===== src/rtl/vdc_bus_master_pkg.sv =====
// Shared definitions for the VDC bus master: bus widths, phase counter
// width, the transaction FSM state encoding and the counter load helper.
package vdc_bus_master_pkg;

    localparam int ADDR_W = 13;
    localparam int DATA_W = 8;
    localparam int CNT_W  = 4;

    typedef enum logic [1:0] {
        ST_IDLE   = 2'd0,
        ST_SETUP  = 2'd1,
        ST_STROBE = 2'd2,
        ST_HOLD   = 2'd3
    } bus_state_e;

    // A phase of N CE ticks is counted as N-1 down to 0, so the terminal
    // count is reached on the last tick and the counter never wraps.
    function automatic logic [CNT_W-1:0] phase_load(input int cyc);
        return CNT_W'(cyc - 1);
    endfunction

endpackage


===== src/rtl/vdc_bus_phase_cnt.sv =====
// Loadable 4-bit down-counter for the bus phases. A load takes effect on any
// clock edge (so a phase can start on an edge without CE); decrementing only
// happens on CE ticks and stops at zero. tc is registered alongside count.
module vdc_bus_phase_cnt
    import vdc_bus_master_pkg::*;
(
    input  logic             clk,
    input  logic             rst_n,
    input  logic             ce,
    input  logic             load,
    input  logic [CNT_W-1:0] load_val,
    output logic             tc
);

    logic [CNT_W-1:0] count_r;
    logic             tc_r;

    // Counter and terminal-count flag: load has priority over CE-gated decrement.
    always_ff @(posedge clk or negedge rst_n) begin
        if (!rst_n) begin
            count_r <= {CNT_W{1'b0}};
            tc_r    <= 1'b1;
        end else if (load) begin
            count_r <= load_val;
            tc_r    <= (load_val == {CNT_W{1'b0}});
        end else if (ce && (count_r != {CNT_W{1'b0}})) begin
            count_r <= count_r - {{(CNT_W-1){1'b0}}, 1'b1};
            tc_r    <= (count_r == {{(CNT_W-1){1'b0}}, 1'b1});
        end else begin
            count_r <= count_r;
            tc_r    <= tc_r;
        end
    end

    assign tc = tc_r;

endmodule


===== src/rtl/vdc_bus_master.sv =====
// Request/response front end driving the asynchronous VDC host bus
// (CSB/RDB/WRB strobes, 13-bit address, 8-bit split data bus). Each
// transaction walks SETUP -> STROBE -> HOLD, each phase timed in CE ticks.
// All bus outputs are registered from the next-state value so they change
// together with the state and never glitch.
module vdc_bus_master
    import vdc_bus_master_pkg::*;
#(
    parameter int SETUP_CYC  = 1,
    parameter int STROBE_CYC = 2,
    parameter int HOLD_CYC   = 1
) (
    input  logic              clk,
    input  logic              rst_n,
    input  logic              ce,
    input  logic              req_valid,
    output logic              req_ready,
    input  logic              req_wr,
    input  logic [ADDR_W-1:0] req_addr,
    input  logic [DATA_W-1:0] req_wdata,
    output logic              rsp_valid,
    output logic [DATA_W-1:0] rsp_rdata,
    output logic [ADDR_W-1:0] a,
    output logic [DATA_W-1:0] db_o,
    output logic              db_oe,
    input  logic [DATA_W-1:0] db_i,
    output logic              rdb,
    output logic              wrb,
    output logic              csb
);

    localparam logic [CNT_W-1:0] SETUP_LD  = phase_load(SETUP_CYC);
    localparam logic [CNT_W-1:0] STROBE_LD = phase_load(STROBE_CYC);
    localparam logic [CNT_W-1:0] HOLD_LD   = phase_load(HOLD_CYC);

    bus_state_e        state_r;
    bus_state_e        state_nx_s;
    logic              accept_s;
    logic              wr_nx_s;
    logic              cnt_load_s;
    logic [CNT_W-1:0]  cnt_val_s;
    logic              phase_tc_s;
    logic              done_s;
    logic              capture_s;

    logic              wr_r;
    logic              req_ready_r;
    logic              rsp_valid_r;
    logic [DATA_W-1:0] rsp_rdata_r;
    logic [DATA_W-1:0] rd_cap_r;
    logic [ADDR_W-1:0] a_r;
    logic [DATA_W-1:0] db_o_r;
    logic              db_oe_r;
    logic              rdb_r;
    logic              wrb_r;
    logic              csb_r;

    // Acceptance ignores CE; only the phase timing is CE-gated.
    assign accept_s = req_valid && req_ready_r;
    assign wr_nx_s  = accept_s ? req_wr : wr_r;

    vdc_bus_phase_cnt u_phase_cnt (
        .clk      (clk),
        .rst_n    (rst_n),
        .ce       (ce),
        .load     (cnt_load_s),
        .load_val (cnt_val_s),
        .tc       (phase_tc_s)
    );

    // FSM state register.
    always_ff @(posedge clk or negedge rst_n) begin
        if (!rst_n) begin
            state_r <= ST_IDLE;
        end else begin
            state_r <= state_nx_s;
        end
    end

    // Next-state logic, phase counter loads, read capture and completion.
    always_comb begin
        state_nx_s = state_r;
        cnt_load_s = 1'b0;
        cnt_val_s  = {CNT_W{1'b0}};
        done_s     = 1'b0;
        capture_s  = 1'b0;
        case (state_r)
            ST_IDLE: begin
                if (accept_s) begin
                    state_nx_s = ST_SETUP;
                    cnt_load_s = 1'b1;
                    cnt_val_s  = SETUP_LD;
                end else begin
                    state_nx_s = ST_IDLE;
                end
            end
            ST_SETUP: begin
                if (ce && phase_tc_s) begin
                    state_nx_s = ST_STROBE;
                    cnt_load_s = 1'b1;
                    cnt_val_s  = STROBE_LD;
                end else begin
                    state_nx_s = ST_SETUP;
                end
            end
            ST_STROBE: begin
                if (ce && phase_tc_s) begin
                    state_nx_s = ST_HOLD;
                    cnt_load_s = 1'b1;
                    cnt_val_s  = HOLD_LD;
                    // DB_I is sampled only on the tick that closes the read strobe.
                    capture_s  = !wr_r;
                end else begin
                    state_nx_s = ST_STROBE;
                end
            end
            ST_HOLD: begin
                if (ce && phase_tc_s) begin
                    state_nx_s = ST_IDLE;
                    done_s     = 1'b1;
                end else begin
                    state_nx_s = ST_HOLD;
                end
            end
            default: begin
                state_nx_s = ST_IDLE;
            end
        endcase
    end

    // Bus strobes, output enable, ready and response pulse follow the next state.
    always_ff @(posedge clk or negedge rst_n) begin
        if (!rst_n) begin
            csb_r       <= 1'b1;
            rdb_r       <= 1'b1;
            wrb_r       <= 1'b1;
            db_oe_r     <= 1'b0;
            req_ready_r <= 1'b1;
            rsp_valid_r <= 1'b0;
        end else begin
            csb_r       <= (state_nx_s == ST_IDLE);
            rdb_r       <= !((state_nx_s == ST_STROBE) && !wr_nx_s);
            wrb_r       <= !((state_nx_s == ST_STROBE) && wr_nx_s);
            db_oe_r     <= (state_nx_s != ST_IDLE) && wr_nx_s;
            req_ready_r <= (state_nx_s == ST_IDLE);
            rsp_valid_r <= done_s;
        end
    end

    // Request latch: address and direction on every acceptance, write data
    // only for writes so DB_O keeps the last written byte otherwise.
    always_ff @(posedge clk or negedge rst_n) begin
        if (!rst_n) begin
            a_r    <= {ADDR_W{1'b0}};
            wr_r   <= 1'b0;
            db_o_r <= {DATA_W{1'b0}};
        end else if (accept_s) begin
            a_r    <= req_addr;
            wr_r   <= req_wr;
            db_o_r <= req_wr ? req_wdata : db_o_r;
        end else begin
            a_r    <= a_r;
            wr_r   <= wr_r;
            db_o_r <= db_o_r;
        end
    end

    // Read data path: capture at end of strobe, publish at read completion
    // so RSP_RDATA only ever changes together with a read's RSP_VALID.
    always_ff @(posedge clk or negedge rst_n) begin
        if (!rst_n) begin
            rd_cap_r    <= {DATA_W{1'b0}};
            rsp_rdata_r <= {DATA_W{1'b0}};
        end else begin
            rd_cap_r    <= capture_s ? db_i : rd_cap_r;
            rsp_rdata_r <= (done_s && !wr_r) ? rd_cap_r : rsp_rdata_r;
        end
    end

    assign req_ready = req_ready_r;
    assign rsp_valid = rsp_valid_r;
    assign rsp_rdata = rsp_rdata_r;
    assign a         = a_r;
    assign db_o      = db_o_r;
    assign db_oe     = db_oe_r;
    assign rdb       = rdb_r;
    assign wrb       = wrb_r;
    assign csb       = csb_r;

endmodule


===== config.mk =====
export PLATFORM = sky130hd
export DESIGN_NAME = vdc_bus_master
export DESIGN_NICKNAME = d
export VERILOG_FILES = /design/src/rtl/vdc_bus_master_pkg.sv /design/src/rtl/vdc_bus_phase_cnt.sv /design/src/rtl/vdc_bus_master.sv
export SDC_FILE = /design/constraint.sdc
export NUM_CORES = 1
export LEC_CHECK = 0
export CORE_ASPECT_RATIO = 1.5
export CORE_MARGIN = 3
export CORE_UTILIZATION = 49
export CTS_CLUSTER_SIZE = 28
export DETAILED_ROUTE_END_ITERATION = 10
export HOLD_SLACK_MARGIN = 0.02
export PLACE_DENSITY = 0.92
export SLEW_MARGIN = 40
export SYNTH_ARGS = -nofsm -noshare
export SYNTH_HDL_FRONTEND = slang
export SYNTH_HIERARCHICAL = 1
export SYNTH_SLANG_ARGS = --single-unit

===== constraint.sdc =====
create_clock -name clk -period 3 [get_ports clk]
set_clock_uncertainty 0.2 [all_clocks]
set_input_delay 0.9 -clock clk [delete_from_list [all_inputs] [get_ports clk]]
set_output_delay 0.9 -clock clk [all_outputs]
set_load 0.05 [all_outputs]

* Word-level counts from Yosys, hierarchy flattened
Cells that the tools add are included.
Cells by class: reduce and logical (&&, ||, !) cells 19, muxes and demuxes 18, $add $sub $neg 1, eq/ne operators 5
Operators by type and width (number):
- 1-bit 2-to-1 mux | 12
- 4-bit 2-to-1 mux | 2
- 2-bit one-hot mux with 4 select lines | 1
- 1-bit logical AND | 7
- 2-bit == test, second input constant | 3
- 4-bit by 1-bit == test with 1-bit output, second input constant | 1
- 1-bit zero test | 4
- 2-bit zero test | 2
- 4-bit zero test | 1
- 2-bit 2-to-1 mux | 2
- 2-bit nonzero test | 2
- 4-bit nonzero test | 1
- 4-bit by 1-bit subtractor with 4-bit output, second input constant | 1
- 2-bit by 1-bit == test with 1-bit output, second input constant | 1
- 1-bit one-hot mux with 2 select lines | 1
- 2-bit AND reduction | 1
- 2-bit OR reduction | 1
Storage, ports and cells: register bits 50, output and inout port bits 35

* Depth between registers and ports, before layout
Gate-level depths: netlist (run 1).
depth in word-level cells 6, mapped depth 8, gate-level depth less buffers 7

* Hierarchy
The synthesis (run 1) kept the hierarchy.
Modules (own cells, without submodules):
- vdc_bus_master | instances 1, cells each 123, area each 1836.8 µm²
- vdc_bus_phase_cnt | instances 1, cells each 36, area each 327.8 µm²

* Worst setup path before layout (run 1)
No wires, ideal clock.
path kind in2reg, start input req_valid, end register u_phase_cnt.count_r[3], library setup time 0.126 ns, buffers on the path 1, arrival time 1.754 ns, stages on the path 5, slack 0.920 ns, cell sequence nand3_1 -> a21oi_1 -> clkbuf_1 -> nor3b_1 -> a221o_1
On the way: word-level cells in the longest chain between the ends 4, elaborated cells between the ends (all ways) 5, those cells by class mux: 3; reduce/logical: 2
Ends and longest elaborated chain:
- start, declared | RTL line vdc_bus_master.sv:16 | input logic req_valid,
- 1-bit logical AND * | RTL line vdc_bus_master.sv:59 | assign accept_s = req_valid && req_ready_r;
- 1-bit 2-to-1 mux * | RTL line vdc_bus_master.sv:89 | if (accept_s) begin
- 1-bit one-hot mux with 2 select lines * | RTL line vdc_bus_master.sv:87 | case (state_r)
- named net cnt_load_s | RTL line vdc_bus_master.sv:40 | logic cnt_load_s;
- 4-bit 2-to-1 mux or 2-bit nonzero test (tied branches)
- end signal, assigned | RTL line vdc_bus_phase_cnt.sv:21 | count_r <= {CNT_W{1'b0}};
- end signal, assigned | RTL line vdc_bus_phase_cnt.sv:24 | count_r <= load_val;
- end signal, assigned | RTL line vdc_bus_phase_cnt.sv:27 | count_r <= count_r - {{(CNT_W-1){1'b0}}, 1'b1};
- end, declared | RTL line vdc_bus_phase_cnt.sv:15 | logic [CNT_W-1:0] count_r;
The timed path passes the listed nets; every way through them passes the cells marked *. A chain may end at the register's enable or synchronous reset.

* Worst setup path in the final report (run 1)
start register csb_r (netlist: csb), end output csb
RTL lines:
- start, declared | RTL line vdc_bus_master.sv:56 | logic csb_r;
- start signal, assigned | RTL line vdc_bus_master.sv:141 | csb_r <= (state_nx_s == ST_IDLE);
- end, declared | RTL line vdc_bus_master.sv:29 | output logic csb
No word-level cell between the ends.

==> metrics.yaml, run 1 <==
cpMaxStageDelayCell: "clkdlybuf4s50_1"
setup_tns_ns: 0
grt_antenna_before_repair: 0
synth_top_family_by_area: "multiplexers"
period_minus_slack_ns: 2.80
p_switching_mw: 1.29
leakage_nw: 1.40
layout.cells.non_filler: 284
avgViaCountPerCell: 5.32
cts-root-buf: "clkbuf_8"
synth_edf_count: 0
startpoint: "csb$_DFF_PN1_"
clk_latency_ns: 0.30
synthDominantCellAreaShare_pct: 53.2
async_flop_share_pct: 100
critPathMaxFanout: 6
yosys.area.top_type: "dfrtp_1"
p_sw_share_pct: 40.9
grt_pass1_vias: 1584
cap_violations: 0
yosysUniqueCellTypes: 37
start_kind: "flip-flop"
pre_cts_slack_ns: 0.334
combinationalPowerShare_pct: 48.5
clock_power_share_pct: 18.1
synth.area.top_cells: "dfrtp_1, mux2_2, dfstp_2"
gp_congestion: 0.817
grt_use_total_pct: 18.8
ctsHtreeMaxLevel: 2
clkTransAtPathRegs_ns: 0.09
drive_gt1_share_pct: 26.1
fin_util_pct: 72.4
fin_crit_sh_pct: 93.2
core_mm2: 0.00425
required_ns: 1.90
grt_max_degree: 30
tightest_slew_ns: 0.539
synth_area_mm2: 0.00216
critPathArrivalTime_ns: 1.70
rr_worst_depth: 7
synth-xor-area-share_pct: 0
vias: 1511
ys_ff_latch: 50
hold_ws_ns: 0.308
synth_compound_area_share_pct: 6.36
cts_setup_buffers: 0
power_per_cell_area_mw_per_mm2: 1030
cpLargestDelayFamily: "buffers and inverters"
syn2layout_area_growth_pct: 41.9
crit_chain: "clkdlybuf4s50_1"
relSlewSlack_pct: 63.9
die-height_um: 87.4
ant_nets: 0
dr.pass1.iters: 4
die_w_um: 60.3
worst-path-buf-inv: 1
ir_drop_v: 0.000831
synth-simple-area-share_pct: 9.13
worstHoldStart: "a[9]$_DFFE_PN0P_"
numCtsBuffers: 5
wl_mm: 4.45
synth_flop_cell: "dfrtp_1"
synthMuxAreaShare_pct: 19.2
ys_top_cells_by_count: "dfrtp_1, mux2_2, ha_1"
reg2reg_from: "state_r[0]$_DFF_PN0_"
fin_nets: 279
post_cts.resized_instances: 0
p_seq_share_pct: 33.5
wl_per_cell_um: 15.7
max_freq_mhz: 358
hold_buffers: 0
ys_seq_area_share_pct: 58.0
cts_sinks: 50
dp_cells: 276
p_int_mw: 1.87
ios: 69
crit_cells: 1
setup_viol: 0
avgSynthCellArea_um2: 13.6
max_stage_delay_ns: 0.81
hold_viol: 0
cp-end-kind: "output port"
hpwl_mm: 3.37
cp-endpoint: "csb"
reg2reg_setup_slack_ns: 1.11
hp-class: "flip-flop to flip-flop"
port-buffer-count: 68
synthCells: 159
cts_tree: "yes"
synth-adder-area-share_pct: 4.62
drc_errors: 0
status: "finished, final reports clean"
grt_pass1_wl_mm: 7.33
yosysMostFrequentCell: "dfrtp_1"
cts_buffer_depth: 2
layout_setup_ws_ns: 0.203
r2r-end: "u_phase_cnt/count_r[3]$_DFFE_PN0P_"
num_rows: 29
die-area_mm2: 0.00527
rsz0062_at_grt: "no"
yosys_warnings: 6
start_util_pct: 51.0
n_antenna_cell: 0
maxSlewViolCount: 0
criticalPathCategory: "flip-flop to output port"
gr-total-overflow: 0
dr.first_iter.drc_count: 50
## kinds of logic (layout without fill, tap and decap cells)
group / after synthesis / after routing
other cells: 1 / 5
flops: 50 / 50
fa+ha+maj: 8 / 8
simple gates: 32 / 32
buf+inv: 12 / 87
compound gates: 19 / 19
mux: 37 / 37
## routing by layer
metal | vias up | global-route usage, % | part of all wire (%)
met5 | - | 0 | 0
met4 | 0 | 7.26 | 1.1
met3 | 4 | 4.01 | 4.0
met2 | 38 | 33.5 | 58
met1 | 750 | 21.3 | 37
li1 | 719 | - | -
## sequential cells by signal, summed over array words and instances, names as in the netlist
name,flops
rdb,1
rd_cap_r,8
a,13
u_phase_cnt/count_r,4
csb,1
state_r,2
wrb,1
rsp_rdata,8
u_phase_cnt/tc,1
rsp_valid,1
wr_r,1
db_oe,1
db_o,8
## worst min path at each step
| stage | to | slack (ns) | depth (start not counted) |
|---|---|---|---|
| after floorplan | rsp_rdata[0]$_DFFE_PN0P_ | 0.27 | 1 |
| after global placement | rsp_rdata[1]$_DFFE_PN0P_ | 0.28 | 1 |
| after detailed placement | rsp_rdata[6]$_DFFE_PN0P_ | 0.29 | 1 |
| after CTS | rd_cap_r[6]$_DFFE_PN0P_ | 0.31 | 1 |
| after global routing | rsp_rdata[1]$_DFFE_PN0P_ | 0.33 | 1 |
| final | a[9]$_DFFE_PN0P_ | 0.31 | 1 |
## stage by stage
step,power (mW),area [um^2]
after floorplan,2.09,2180
after detailed placement,2.61,2930
final,3.16,3070
after global placement,2.57,2930
after CTS,3.19,3070
after global routing,3.32,3070
## power groups by stage
stage | sequential (mW) | clock [mW] | combinational (mW)
global route | 1.09 | 0.613 | 1.62
floorplan | 1.61 | 0 | 0.484
global placement | 1.06 | 0 | 1.51
finish | 1.06 | 0.571 | 1.53
CTS | 1.06 | 0.585 | 1.54
detailed placement | 1.08 | 0 | 1.54
## cell type report
cell class                 instances  area (um^2)
clock buffer                       6         82.6
inverter                           7         26.3
fill                             296         1170
sequential                        50         1260
multi-input combinational        101          871
tap                               46         57.6
timing repair buffer              72          718
clock inverter                     2         60.1
## cells in the final DEF (no fill, tap or decap), types with 2 or more instances in the layout
cell             Yosys  routed
a211oi_1             2       2
a21o_1               2       2
a21oi_1              4       4
and3_2               2       2
buf_4                1       3
bufinv_16            0       2
clkbuf_8             0       6
clkdlybuf4s50_1      0      67
conb_1               1       5
dfrtp_1             46      46
dfstp_2              4       4
ha_1                 8       8
inv_1                7       7
mux2_2              37      37
nand2_1              6       6
nand2_4              2       2
nand3_1              5       5
nor2_1               5       5
nor3_1               3       3
o21ai_0              2       2
No activity file was read; power rests on OpenSTA's default activity.
==> run 2: changes to the inputs <==
CORE_UTILIZATION = 41   (was 49)
PLACE_DENSITY = 0.83   (was 0.92)
clock period = 2.4 ns   (was 3 ns; I/O delays follow)
==> metrics.yaml, run 2 (synthesis results as in run 1) <==
grt_pass1_vias: 1567  # -1.1%
fin_area_mm2: 0.00308  # +0.37%
drive_gt1_share_pct: 41.1  # +15 points
vias: 1514  # +0.20%
die_w_um: 65.3  # +8.4%
grt_use_met3_pct: 3.33  # -0.67 points
numCtsBuffers: 5  # unchanged
ctsHtreeMaxLevel: 2  # unchanged
gp_congestion: 0.757  # -7.4%
ios: 69  # unchanged
n_antenna_cell: 0  # unchanged
grt_pass1_wl_mm: 7.40  # +0.85%
final_cell_mix: "dfrtp_1, buf_4, mux2_2"
grt_use_total_pct: 15.6  # -3.2 points
die-height_um: 95.0  # +8.7%
grt_antenna_before_repair: 0  # unchanged
setup_tns_ns: 0  # unchanged
hpwl_mm: 3.45  # +2.1%
fin_util_pct: 62.1  # -10 points
placedInstanceArea_mm2: 0.00298  # +1.9%
cts_buffer_depth: 2  # unchanged
fin_nets: 287  # +2.9%
groute.layer.met2.usage_pct: 28.5  # -5.0 points
dr.pass1.iters: 4  # unchanged
syn2layout_area_growth_pct: 42.4
status: "finished, final reports clean"
port-buffer-count: 68  # unchanged
wl_mm: 4.48  # +0.79%
avgViaCountPerCell: 4.85  # -8.8%
gr-total-overflow: 0  # unchanged
maxSlewViolCount: 0  # unchanged
criticalPathCategory: "input port to flip-flop"
period_minus_slack_ns: 2.13
cap_violations: 0  # unchanged
hp-class: "input port to async pin"
clkTransAtPathRegs_ns: 0.08  # about the same
leakage_nw: 1.51  # +7.3%
grt_max_degree: 39  # +30%
relSlewSlack_pct: 66.0  # +2.0 points
die-area_mm2: 0.00621  # +18%
fin_crit_sh_pct: 88.6
setup_viol: 0  # unchanged
drc_errors: 0  # unchanged
max_freq_mhz: 470
cts_tree: "yes"
required_ns: 2.38  # +0.48 ns
core_mm2: 0.00496  # +17%
rsz0062_at_grt: "no"
largest_reg_flops: 13  # unchanged
power_per_cell_area_mw_per_mm2: 1230  # +19%
cts_sinks: 50  # unchanged
clk_latency_ns: 0.29  # about the same
start_kind: "input port"
grt_util_met1_pct: 17.5  # -3.7 points
dr.first_iter.drc_count: 56  # +12%
cp-end-kind: "flip-flop"
num_rows: 31  # +6.9%
layout_commonest_cell: "dfrtp_1"
cts-root-buf: "clkbuf_8"
ir_drop_v: 0.000783  # -5.7%
reg2reg_setup_slack_ns: 0.55  # -0.56 ns
critPathMaxFanout: 12  # +6
top_usage_layer: "met2"
wl_per_cell_um: 14.4  # -8.3%
start_util_pct: 43.6  # -7.4 points
ant_nets: 0  # unchanged
critPathArrivalTime_ns: 2.11  # +0.41 ns
tightest_slew_ns: 0.510  # -0.0294 ns
hold_viol: 0  # unchanged
run 2: worst paths after layout:
check                                        start                                 end  cells past startpoint
max                                             ce  u_phase_cnt/count_r[1]$_DFFE_PN0P_                      8
min                                          rst_n                   a[12]$_DFFE_PN0P_                      1
max reg2reg                   state_r[1]$_DFF_PN0_  u_phase_cnt/count_r[1]$_DFFE_PN0P_                      8
min reg2reg                rd_cap_r[2]$_DFFE_PN0P_            rsp_rdata[2]$_DFFE_PN0P_                      1
max in group asynchronous                    rst_n          u_phase_cnt/tc$_DFFE_PN1P_                      2
min in group clk           rd_cap_r[2]$_DFFE_PN0P_            rsp_rdata[2]$_DFFE_PN0P_                      1
run 2: layout make-up:
class / count / area (um^2)
inverters: 7 / 26.3
multi-input cells: 101 / 871
flip-flops and latches: 50 / 1260
repair buffers: 80 / 756
clock buffers: 7 / 86.3
clock inverters: 1 / 5.00
fillers: 437 / 1880
well taps: 66 / 82.6
run 2: report_power, final:
part           internal (mW)  switching (mW)
clock network          0.233           0.259
logic                  0.783            1.17
registers               1.14           0.196
run 2: what timing repair did:
item / in CTS / in global routing
setup buffers: 0 / 0
setup endpoints to repair: 0 / 3
gates resized for setup: 0 / 3
hold buffers: 0 / 0
run 2: metal layers:
| metal | vias up | wire, um | share of wire [%] |
|---|---|---|---|
| li1 | 732 | - | - |
| met1 | 735 | 1620 | 36 |
| met2 | 42 | 2610 | 58 |
| met3 | 5 | 178 | 4.0 |
| met4 | 0 | 76 | 1.7 |
| met5 | - | 0 | 0 |
run 2: critical path, cell delays in order:
cell             delay (ns)
clkdlybuf4s50_1        0.45
buf_4                  0.17
nand3_1                0.09
a21oi_1                0.20
buf_4                  0.17
nor2_1                 0.05
a32oi_1                0.18
nand2_1                0.08
run 2: stage by stage:
| step | total power [mW] | setup WS, ns | std cells | hold slack (ns) |
|---|---|---|---|---|
| after global placement | 3.27 | 0.000980 | 304 | 0.282 |
| after floorplan | 2.62 | 0.470 | 163 | 0.224 |
| after CTS | 3.82 | 0.0245 | 312 | 0.108 |
| final | 3.78 | 0.274 | 312 | 0.109 |
| after detailed placement | 3.32 | -0.0180 | 304 | 0.284 |
| after global routing | 4.00 | 0.144 | 312 | 0.118 |
